## config.mk

```make
export PLATFORM = sky130hd
export DESIGN_NAME = pipe_flow_ctrl_flat
export DESIGN_NICKNAME = d
export VERILOG_FILES = /design/src/rtl/pipe_ctrl_pkg.sv /design/src/rtl/pipe_flow_ctrl_if.sv /design/src/rtl/sat_counter.sv /design/src/rtl/pipe_flow_ctrl.sv /design/src/flat_wrapper.sv
export SDC_FILE = /design/constraint.sdc
export NUM_CORES = 1
export LEC_CHECK = 0
export ABC_AREA = 1
export ABC_CLOCK_PERIOD_IN_PS = 1800
export CORE_MARGIN = 8
export CORE_UTILIZATION = 38
export CTS_BUF_LIST = sky130_fd_sc_hd__clkbuf_4
export CTS_CLUSTER_DIAMETER = 150
export DETAILED_ROUTE_END_ITERATION = 16
export PLACE_DENSITY_LB_ADDON = 0.25
export SYNTH_ARGS = -nofsm -noshare
export SYNTH_HDL_FRONTEND = slang
export SYNTH_SLANG_ARGS = --single-unit
```

## constraint.sdc

```tcl
create_clock -name clk -period 1.8 [get_ports clk]
set_input_delay 0.36 -clock clk [delete_from_list [all_inputs] [get_ports clk]]
set_output_delay 0.36 -clock clk [all_outputs]
set_load 0.05 [all_outputs]
```

## src/rtl/pipe_ctrl_pkg.sv

```systemverilog
// Shared types and constants for the pipeline flow controller and Decode.
package pipe_ctrl_pkg;

    typedef enum logic [1:0] {
        RUN   = 2'd0,
        DRAIN = 2'd1,
        HALT  = 2'd2,
        STEP  = 2'd3
    } pfc_state_t;

    localparam int PFC_DRAIN_DEF = 4;

    // ID/EX bubble encoding: every control bit zero except alusrc.
    localparam logic       ID_EX_BUBBLE_ALUSRC = 1'b1;
    localparam logic [7:0] ID_EX_BUBBLE_CTRL   = 8'h00;

    // Pipeline register control word produced each cycle.
    typedef struct packed {
        logic pc_en;
        logic if_id_en;
        logic if_id_flush;
        logic id_ex_en;
        logic id_ex_bubble;
    } pfc_ctrl_t;

    localparam pfc_ctrl_t CTRL_IDLE   = '{1'b0, 1'b0, 1'b0, 1'b0, 1'b0};
    localparam pfc_ctrl_t CTRL_NORMAL = '{1'b1, 1'b1, 1'b0, 1'b1, 1'b0};
    localparam pfc_ctrl_t CTRL_TRAP   = '{1'b1, 1'b0, 1'b1, 1'b1, 1'b1};
    localparam pfc_ctrl_t CTRL_HZ     = '{1'b0, 1'b0, 1'b0, 1'b1, 1'b1};
    localparam pfc_ctrl_t CTRL_BRANCH = '{1'b1, 1'b0, 1'b1, 1'b1, 1'b0};
    localparam pfc_ctrl_t CTRL_DRAIN  = '{1'b0, 1'b0, 1'b1, 1'b1, 1'b0};

endpackage

```

## src/rtl/pipe_flow_ctrl_if.sv

```systemverilog
// Hazard/debug request inputs and pipeline-register controls between Decode and the flow controller.
interface pipe_flow_ctrl_if #(
    parameter int CNT_W = 16
);
    logic             hz;
    logic             branch_taken;
    logic             trigger_trap;
    logic             mem_hold;
    logic             dbg_req;
    logic             dbg_step;
    logic             dbg_resume;
    logic             stall_clr;
    logic             pc_en;
    logic             if_id_en;
    logic             if_id_flush;
    logic             id_ex_en;
    logic             id_ex_bubble;
    logic             halted;
    logic             dbg_ack;
    logic [CNT_W-1:0] stall_cnt;

    modport master (
        output hz, branch_taken, trigger_trap, mem_hold,
               dbg_req, dbg_step, dbg_resume, stall_clr,
        input  pc_en, if_id_en, if_id_flush, id_ex_en, id_ex_bubble,
               halted, dbg_ack, stall_cnt
    );

    modport slave (
        input  hz, branch_taken, trigger_trap, mem_hold,
               dbg_req, dbg_step, dbg_resume, stall_clr,
        output pc_en, if_id_en, if_id_flush, id_ex_en, id_ex_bubble,
               halted, dbg_ack, stall_cnt
    );
endinterface

```

## src/rtl/sat_counter.sv

```systemverilog
// Saturating up-counter with synchronous clear; clear wins over increment.
module sat_counter #(
    parameter int W = 16
) (
    input  logic         clk,
    input  logic         rst_b,
    input  logic         en,
    input  logic         clr,
    output logic [W-1:0] q
);

    // Count up on en, stick at all-ones, clear has priority.
    always_ff @(posedge clk) begin
        if (!rst_b) begin
            q <= '0;
        end else if (clr) begin
            q <= '0;
        end else if (en && (q != '1)) begin
            q <= q + 1'b1;
        end
    end

endmodule

```

## src/rtl/pipe_flow_ctrl.sv

```systemverilog
// Central IF/ID and ID/EX flow controller with debug halt/step sequencing.
//
//  state | meaning
//  ------+-------------------------------------------------------------
//  RUN   | normal flow, priority mux mem_hold > trap > hz > branch
//  DRAIN | fetch stopped, bubbles pushed until drain_cnt expires
//  HALT  | core halted for debug, all enables low
//  STEP  | one instruction released, then back to DRAIN
module pipe_flow_ctrl
    import pipe_ctrl_pkg::*;
#(
    parameter int DRAIN_CYCLES = PFC_DRAIN_DEF,
    parameter int CNT_W        = 16
) (
    input  logic             clk,
    input  logic             Rst,
    pipe_flow_ctrl_if.slave  bus
);

    localparam logic [3:0] DRAIN_LOAD = 4'(DRAIN_CYCLES);

    pfc_state_t state;
    logic [3:0] drain_cnt;
    logic       trap_pend;
    logic       halted_q;
    logic       dbg_ack_q;
    logic       trap_act;
    logic       stall_inc;
    pfc_ctrl_t  ctrl;

    // A trap parked during a memory hold is replayed on the first free cycle.
    assign trap_act = bus.trigger_trap | trap_pend;

    // Priority mux for the pipeline register controls, forced idle in reset.
    always_comb begin
        ctrl = CTRL_IDLE;
        if (Rst && !bus.mem_hold) begin
            unique case (state)
                RUN: begin
                    if (trap_act)              ctrl = CTRL_TRAP;
                    else if (bus.hz)           ctrl = CTRL_HZ;
                    else if (bus.branch_taken) ctrl = CTRL_BRANCH;
                    else                       ctrl = CTRL_NORMAL;
                end
                DRAIN: begin
                    if (trap_act)              ctrl = CTRL_TRAP;
                    else if (bus.hz)           ctrl = CTRL_HZ;
                    else                       ctrl = CTRL_DRAIN;
                end
                STEP:    ctrl = CTRL_NORMAL;
                default: ctrl = CTRL_IDLE;
            endcase
        end
    end

    // Only cycles where the hazard rule actually wins are counted as stalls.
    assign stall_inc = Rst && !bus.mem_hold && !trap_act && bus.hz &&
                       ((state == RUN) || (state == DRAIN));

    // Debug sequencing FSM with drain down-counter and registered halt/ack.
    always_ff @(posedge clk) begin
        if (!Rst) begin
            state     <= RUN;
            drain_cnt <= '0;
            trap_pend <= 1'b0;
            halted_q  <= 1'b0;
            dbg_ack_q <= 1'b0;
        end else begin
            dbg_ack_q <= 1'b0;

            if (bus.mem_hold)
                trap_pend <= trap_pend | bus.trigger_trap;
            else if ((state == RUN) || (state == DRAIN))
                trap_pend <= 1'b0;
            else
                trap_pend <= trap_pend | bus.trigger_trap;

            unique case (state)
                RUN: begin
                    if (!bus.mem_hold && bus.dbg_req) begin
                        state     <= DRAIN;
                        drain_cnt <= DRAIN_LOAD;
                    end
                end
                DRAIN: begin
                    if (!bus.mem_hold) begin
                        if (trap_act) begin
                            drain_cnt <= DRAIN_LOAD;
                        end else if (!bus.hz) begin
                            if (drain_cnt <= 4'd1) begin
                                state     <= HALT;
                                drain_cnt <= '0;
                                halted_q  <= 1'b1;
                                dbg_ack_q <= 1'b1;
                            end else begin
                                drain_cnt <= drain_cnt - 4'd1;
                            end
                        end
                    end
                end
                HALT: begin
                    if (bus.dbg_resume) begin
                        state    <= RUN;
                        halted_q <= 1'b0;
                    end else if (bus.dbg_step) begin
                        state    <= STEP;
                        halted_q <= 1'b0;
                    end
                end
                STEP: begin
                    if (!bus.mem_hold) begin
                        state     <= DRAIN;
                        drain_cnt <= DRAIN_LOAD;
                    end
                end
                default: state <= RUN;
            endcase
        end
    end

    sat_counter #(.W(CNT_W)) u_stall_cnt (
        .clk   (clk),
        .rst_b (Rst),
        .en    (stall_inc),
        .clr   (bus.stall_clr),
        .q     (bus.stall_cnt)
    );

    assign bus.pc_en        = ctrl.pc_en;
    assign bus.if_id_en     = ctrl.if_id_en;
    assign bus.if_id_flush  = ctrl.if_id_flush;
    assign bus.id_ex_en     = ctrl.id_ex_en;
    assign bus.id_ex_bubble = ctrl.id_ex_bubble;
    assign bus.halted       = halted_q;
    assign bus.dbg_ack      = dbg_ack_q;

endmodule

```

## src/flat_wrapper.sv

```systemverilog
// flat-port wrapper written by rule: the top's interface ports become plain ports
module pipe_flow_ctrl_flat import pipe_ctrl_pkg::*;
#(
    parameter int DRAIN_CYCLES = PFC_DRAIN_DEF,
    parameter int CNT_W        = 16
)
  (clk, Rst, bus_hz, bus_branch_taken, bus_trigger_trap, bus_mem_hold, bus_dbg_req, bus_dbg_step, bus_dbg_resume, bus_stall_clr, bus_pc_en, bus_if_id_en, bus_if_id_flush, bus_id_ex_en, bus_id_ex_bubble, bus_halted, bus_dbg_ack, bus_stall_cnt);
  pipe_flow_ctrl_if #(.CNT_W(CNT_W)) bus_i ();
  input  logic clk;
  input  logic Rst;
  input wire logic [$bits(bus_i.hz)-1:0] bus_hz;
  input wire logic [$bits(bus_i.branch_taken)-1:0] bus_branch_taken;
  input wire logic [$bits(bus_i.trigger_trap)-1:0] bus_trigger_trap;
  input wire logic [$bits(bus_i.mem_hold)-1:0] bus_mem_hold;
  input wire logic [$bits(bus_i.dbg_req)-1:0] bus_dbg_req;
  input wire logic [$bits(bus_i.dbg_step)-1:0] bus_dbg_step;
  input wire logic [$bits(bus_i.dbg_resume)-1:0] bus_dbg_resume;
  input wire logic [$bits(bus_i.stall_clr)-1:0] bus_stall_clr;
  output wire logic [$bits(bus_i.pc_en)-1:0] bus_pc_en;
  output wire logic [$bits(bus_i.if_id_en)-1:0] bus_if_id_en;
  output wire logic [$bits(bus_i.if_id_flush)-1:0] bus_if_id_flush;
  output wire logic [$bits(bus_i.id_ex_en)-1:0] bus_id_ex_en;
  output wire logic [$bits(bus_i.id_ex_bubble)-1:0] bus_id_ex_bubble;
  output wire logic [$bits(bus_i.halted)-1:0] bus_halted;
  output wire logic [$bits(bus_i.dbg_ack)-1:0] bus_dbg_ack;
  output wire logic [$bits(bus_i.stall_cnt)-1:0] bus_stall_cnt;
  assign bus_i.hz = bus_hz;
  assign bus_i.branch_taken = bus_branch_taken;
  assign bus_i.trigger_trap = bus_trigger_trap;
  assign bus_i.mem_hold = bus_mem_hold;
  assign bus_i.dbg_req = bus_dbg_req;
  assign bus_i.dbg_step = bus_dbg_step;
  assign bus_i.dbg_resume = bus_dbg_resume;
  assign bus_i.stall_clr = bus_stall_clr;
  assign bus_pc_en = bus_i.pc_en;
  assign bus_if_id_en = bus_i.if_id_en;
  assign bus_if_id_flush = bus_i.if_id_flush;
  assign bus_id_ex_en = bus_i.id_ex_en;
  assign bus_id_ex_bubble = bus_i.id_ex_bubble;
  assign bus_halted = bus_i.halted;
  assign bus_dbg_ack = bus_i.dbg_ack;
  assign bus_stall_cnt = bus_i.stall_cnt;
  pipe_flow_ctrl #(.DRAIN_CYCLES(DRAIN_CYCLES), .CNT_W(CNT_W)) u_core (.clk(clk), .Rst(Rst), .bus(bus_i));
endmodule
```

# Word level (Yosys, flattened, before mapping)
# Cells that the tools add are included.
# word_totals
output_inout_bits,23
input_bits,10
register_bits,25
wordCells,74
# classes
addsub,2
mux,33
n_bitwise,3
order_cmp,1
eq_ne,12
reduce_logical,17
# op_table
operator,n
4-bit 2-to-1 mux,7
5-bit 2-to-1 mux,4
"16-bit by 1-bit adder with 16-bit output, second input constant",1
2-bit 2-to-1 mux,8
"16-bit inequality test, second input constant",1
5-bit case mux with 3 select lines,1
"2-bit inequality test, second input constant",6
4-bit case mux with 3 select lines,1
1-bit 2-to-1 mux,9
2-bit case mux with 4 select lines,1
7-bit AND reduction,1
1-bit logical AND,6
6-bit AND reduction,1
5-bit AND reduction,1
5-bit OR reduction,1
"2-bit equality test, second input constant",2
"4-bit by 1-bit <= comparator with 1-bit output, second input constant",1
"4-bit by 1-bit subtractor with 4-bit output, second input constant",1
3-bit 2-to-1 mux,1
"3-bit by 2-bit inequality test with 1-bit output, second input constant",1
"3-bit inequality test, second input constant",1
3-bit nonzero test,1
"2-bit by 1-bit equality test with 1-bit output, second input constant",1
1-bit logical NOT,2
7 further kinds,8

# Depth between registers and ports, before layout
# logic_depth
word_depth,6
depth_mapped,11
ltp_nobuf,10

# Hierarchy
# Synthesis repeated with hierarchy kept, for this count alone.
# unflattened
cells_unflattened,271
area_unflattened_um2,1732.9
# by_module_without_submodules
module,area_each_um2,cells_per_inst,instances,seq_area_each_um2
sat_counter,965.9,146,1,320.3
pipe_flow_ctrl,767.0,125,1,180.2

# Worst setup path after synthesis
# OpenSTA, ideal clock, no wires.
# synth_timing
path_type,register to output
startpoint,register u_core.state[0]
endpoint,output port bus_if_id_flush
t_required_ns,1.440
slack_ns,-1.327
stages_incl_launch_ff,6
arrival_time_ns,2.767
n_path_buf,0
path_cell_list,dfxtp_1 -> inv_1 -> ha_1 -> nor2_1 -> nand2_1 -> a311oi_1
# synth_via
elab_chain_len,3
elab_cells_between_ends,5
classes_between,2 x eq/ne; 2 x mux; 1 x reduce/logical
# synth_lines
item,line,rtl
"start, declared",pipe_flow_ctrl.sv:22,pfc_state_t state;
"start signal, assigned",pipe_flow_ctrl.sv:63,state <= RUN;
"start signal, assigned",pipe_flow_ctrl.sv:81,state <= DRAIN;
"start signal, assigned",pipe_flow_ctrl.sv:91,state <= HALT;
"2-bit equality test, or another cell as far along",pipe_flow_ctrl.sv:38,unique case (state)
5-bit case mux with 3 select lines *,pipe_flow_ctrl.sv:38,
5-bit 2-to-1 mux *,pipe_flow_ctrl.sv:37,if (Rst && !bus.mem_hold) begin
"end, declared",flat_wrapper.sv:21,output wire logic [$bits(bus_i.if_id_flush)-1:0] bus_if_id_flush;
# Every way passes the cells marked *; elsewhere a longest branch is shown, timed or not.

# Worst setup path after layout
# Same ends and word-level chain as after synthesis.

==> flow_metrics.env <==
export IMPL_outcome="complete, but fails checks"
export IMPL_average_vias_per_placed_instance=4.77
export IMPL_cts_hold_buf=0
export IMPL_layoutNonFillerInstCount=392
export IMPL_synthCells=267
export IMPL_violations="negative setup slack"
export IMPL_dp_cells=385
export IMPL_dieArea_um2=6830
export IMPL_cts_root_buffer_cell="sky130_fd_sc_hd__clkbuf_4"
export IMPL_design_final_nets=359
export IMPL_grt_ovfl_total=0
export IMPL_worst_path_dominant_cell_family="flip-flops"
export IMPL_endpoint_kind="primary output"
export IMPL_netlist_cell_type_count=30
export IMPL_die_height_um=82.6
export IMPL_tightest_slew_ns=0.464
export IMPL_clk_pin_slew_ns=0.13
export IMPL_detailedRoute_firstPassIterationCount=6
export IMPL_timing_worst_setup_path_type="flip-flop to primary output"
export IMPL_route_vias_total=1868
export IMPL_cts_max_level=1
export IMPL_postSynthRegisterBits=25
export IMPL_worst_ep_required_time_ns=1.44
export IMPL_mappedNetlistArea_um2=1690
export IMPL_clock_sinks=25
export IMPL_synthesis_nets=285
export IMPL_maximum_buffer_depth_of_the_clock_tree=2
export IMPL_postRouteWirelength_mm=4.72
export IMPL_cp_data_arrival_time_ns=1.58
export IMPL_powerDensity_nw_per_um2=928
export IMPL_synthesis_area_per_instance_um2=6.32
export IMPL_reg2reg_setup_slack_ns=0.16
export IMPL_io_buffer_count=32
export IMPL_syn2layout_area_growth_pct=49.9
export IMPL_final_critical_path_setup_slack_ns=-0.136
export IMPL_core_region_area_um2=4320
export IMPL_setup_tns_final_ns=-0.291
export IMPL_avgRoutedWirePerCell_um=12.0
export IMPL_tritoncts_clock_tree="done"
export IMPL_cp_cell_sequence="inv_4 -> ha_4 -> nor2_4 -> nand2_2 -> a311oi_4 -> buf_12"
export IMPL_share_of_the_cycle_needed_by_the_critical_path_after_routing_pct=108
export IMPL_grt_max_degree=14
export IMPL_fmaxAchievable_mhz=516
export IMPL_period_minus_slack_ns=1.94
export IMPL_cp_max_fo=4
export IMPL_initial_standard_cell_utilization_of_the_core_pct=39.0
export IMPL_worst_slew_margin_rel_pct=69.0
export IMPL_floorplan_rows=24
export IMPL_worstHoldPathType="flip-flop to flip-flop"
export IMPL_place_hpwl_mm=3.77
export IMPL_unrepaired_setup_endpoints_after_global_routing="true"
export IMPL_grt_pass1_vias=1829
export IMPL_hold_violations=0
export IMPL_finalMaxSlewViolations=0
export IMPL_global_route_usage_total_pct=14.7
export IMPL_antenna_diode_count=0
export IMPL_grt_antenna_before_repair=0
export IMPL_proportion_of_synthesized_chip_area_in_sequential_cells_pct=29.7
export IMPL_static_leakage_power_nw=1.08
export IMPL_antenna_violating_nets_post_route=0
export IMPL_report_final_setup_viol=3
export IMPL_cpPeakStageDelay_ns=0.42
export IMPL_grt_first_pass_wirelength_mm=7.98
export IMPL_drive_gt1_share_pct=31.8
export IMPL_die_w_um=82.6
export IMPL_worst_ir_drop_vdd_mv=0.849
export IMPL_yosysWarningCount=0
export IMPL_number_of_buffers_created_by_cts=3
export IMPL_design_portCount=33
export IMPL_timing_clock_skew_ns=0.0114
export IMPL_worst_skew_pair_late_latency_ns=0.32
export IMPL_mostFrequentLayoutCells="80 x sky130_fd_sc_hd__nand2_1, 56 x sky130_fd_sc_hd__buf_4, 36 x sky130_fd_sc_hd__nor2_1, 27 x sky130_fd_sc_hd__inv_1, 21 x sky130_fd_sc_hd__dfxtp_1"
export IMPL_drt_initial_drc_count=88
export IMPL_layout_cells_most_common="sky130_fd_sc_hd__nand2_1"
export IMPL_maxCapViolations=0
export IMPL_cp_buffers_inverters=2
export IMPL_critical_path_startpoint_type="flip-flop"
export IMPL_gpl_final_weighted_congestion=0.835
export IMPL_critPathSlowestCell="sky130_fd_sc_hd__dfxtp_4"
export IMPL_remaining_drc_errors=0
synthesized netlist by cell type:
master	number	area, µm²
sky130_fd_sc_hd__nor3_2	1	10.0
sky130_fd_sc_hd__buf_6	2	22.5
sky130_fd_sc_hd__nand4_1	6	37.5
sky130_fd_sc_hd__nand3b_1	2	15.0
sky130_fd_sc_hd__nor2_2	3	18.8
sky130_fd_sc_hd__nand2_1	81	304
sky130_fd_sc_hd__a21oi_1	14	70.1
sky130_fd_sc_hd__nand2_4	1	11.3
sky130_fd_sc_hd__a211oi_1	1	7.51
sky130_fd_sc_hd__nand3_2	1	10.0
sky130_fd_sc_hd__a311oi_1	1	8.76
sky130_fd_sc_hd__nor4_1	1	6.26
sky130_fd_sc_hd__clkbuf_1	1	3.75
sky130_fd_sc_hd__o21ai_2	1	8.76
sky130_fd_sc_hd__ha_1	8	100
sky130_fd_sc_hd__nor2_4	1	11.3
sky130_fd_sc_hd__buf_4	1	7.51
sky130_fd_sc_hd__inv_1	31	116
sky130_fd_sc_hd__dfxtp_1	25	500
sky130_fd_sc_hd__clkinv_2	1	5.00
sky130_fd_sc_hd__xor2_1	3	26.3
sky130_fd_sc_hd__a21boi_0	1	7.51
sky130_fd_sc_hd__xnor2_1	2	17.5
sky130_fd_sc_hd__o21ai_1	2	10.0
sky130_fd_sc_hd__nor2_1	41	154
sky130_fd_sc_hd__o21ai_0	8	40.0
sky130_fd_sc_hd__nor3_1	2	10.0
sky130_fd_sc_hd__nand2_2	5	31.3
sky130_fd_sc_hd__nand3_1	16	80.1
sky130_fd_sc_hd__a21oi_2	4	35.0
metal layers:
| layer | GRT usage, % | vias up | part of all wire (%) |
|---|---|---|---|
| met1 | 16.3 | 843 | 44 |
| met3 | 2.81 | 2 | 4.1 |
| met2 | 28.1 | 30 | 51 |
| met4 | 2.93 | 0 | 0.49 |
| met5 | 0 | - | 0 |
| li1 | - | 993 | - |
worst min-delay path: stages (launching register included):
cell                      delay, ns
sky130_fd_sc_hd__dfxtp_1       0.36
sky130_fd_sc_hd__a21oi_1       0.05
sky130_fd_sc_hd__nor2_1        0.08
kinds of logic (layout without fill, tap and decap cells):
family	count (synthesis)	count (layout)	share of synthesized area, %
AOI/OAI and AO/OA	32	32	11.1
DFF	25	25	29.7
xor gates and xnor gates	5	5	2.60
buffers and inverters	36	109	9.20
adders and majority gates	8	8	5.93
and+or+nand+nor	161	161	41.5
worst paths after layout:
path,start,cells after the start,end
worst min register to register,u_core.bus.halted,2,u_core.bus.halted
worst max register to register,u_core.state[0],10,u_core.drain_cnt[1]
worst max-delay path,u_core.state[0],6,bus_if_id_flush
worst min-delay path,u_core.bus.halted,2,u_core.bus.halted
cell type report:
type | count | area, µm²
fill | 411 | 1800
multi-input combinational | 206 | 1160
timing repair buffer | 73 | 639
sequential | 25 | 508
inverter | 32 | 124
tap | 52 | 65.1
clock buffer | 4 | 30.0
metrics by stage:
| stage | instance area [µm²] | hold slack [ns] | worst slack [ns] | power [mW] | utilization [%] |
|---|---|---|---|---|---|
| 2_1_floorplan | 1740 | 0.438 | -0.149 | 1.41 | - |
| 3_3_place_gp | 2380 | 0.487 | -0.210 | 1.88 | 55.0 |
| 6_report | 2530 | 0.519 | -0.136 | 2.35 | 58.5 |
| 4_1_cts | 2500 | 0.522 | -0.148 | 2.34 | 57.9 |
| 5_1_grt | 2530 | 0.546 | -0.214 | 2.53 | 58.5 |
| 3_5_place_dp | 2380 | 0.494 | -0.221 | 1.89 | 55.0 |
power breakdown:
part	switching, mW	internal [mW]
registers	0.0597	0.626
logic	0.752	0.636
clock network	0.170	0.102
timing repair:
action	4_1_cts	5_1_grt
pin swaps	5	2
resized for setup	25	5
setup buffers	3	0
setup endpoints to repair	4	18
state kept, by name (all words and copies together), names as in the netlist:
| name | cells |
|---|---|
| u_core.u_stall_cnt.q | 16 |
| u_core.drain_cnt | 4 |
| u_core.state | 2 |
| u_core.bus.dbg_ack | 1 |
| u_core.bus.halted | 1 |
| u_core.trap_pend | 1 |
Power figures use the tool's default switching activity.
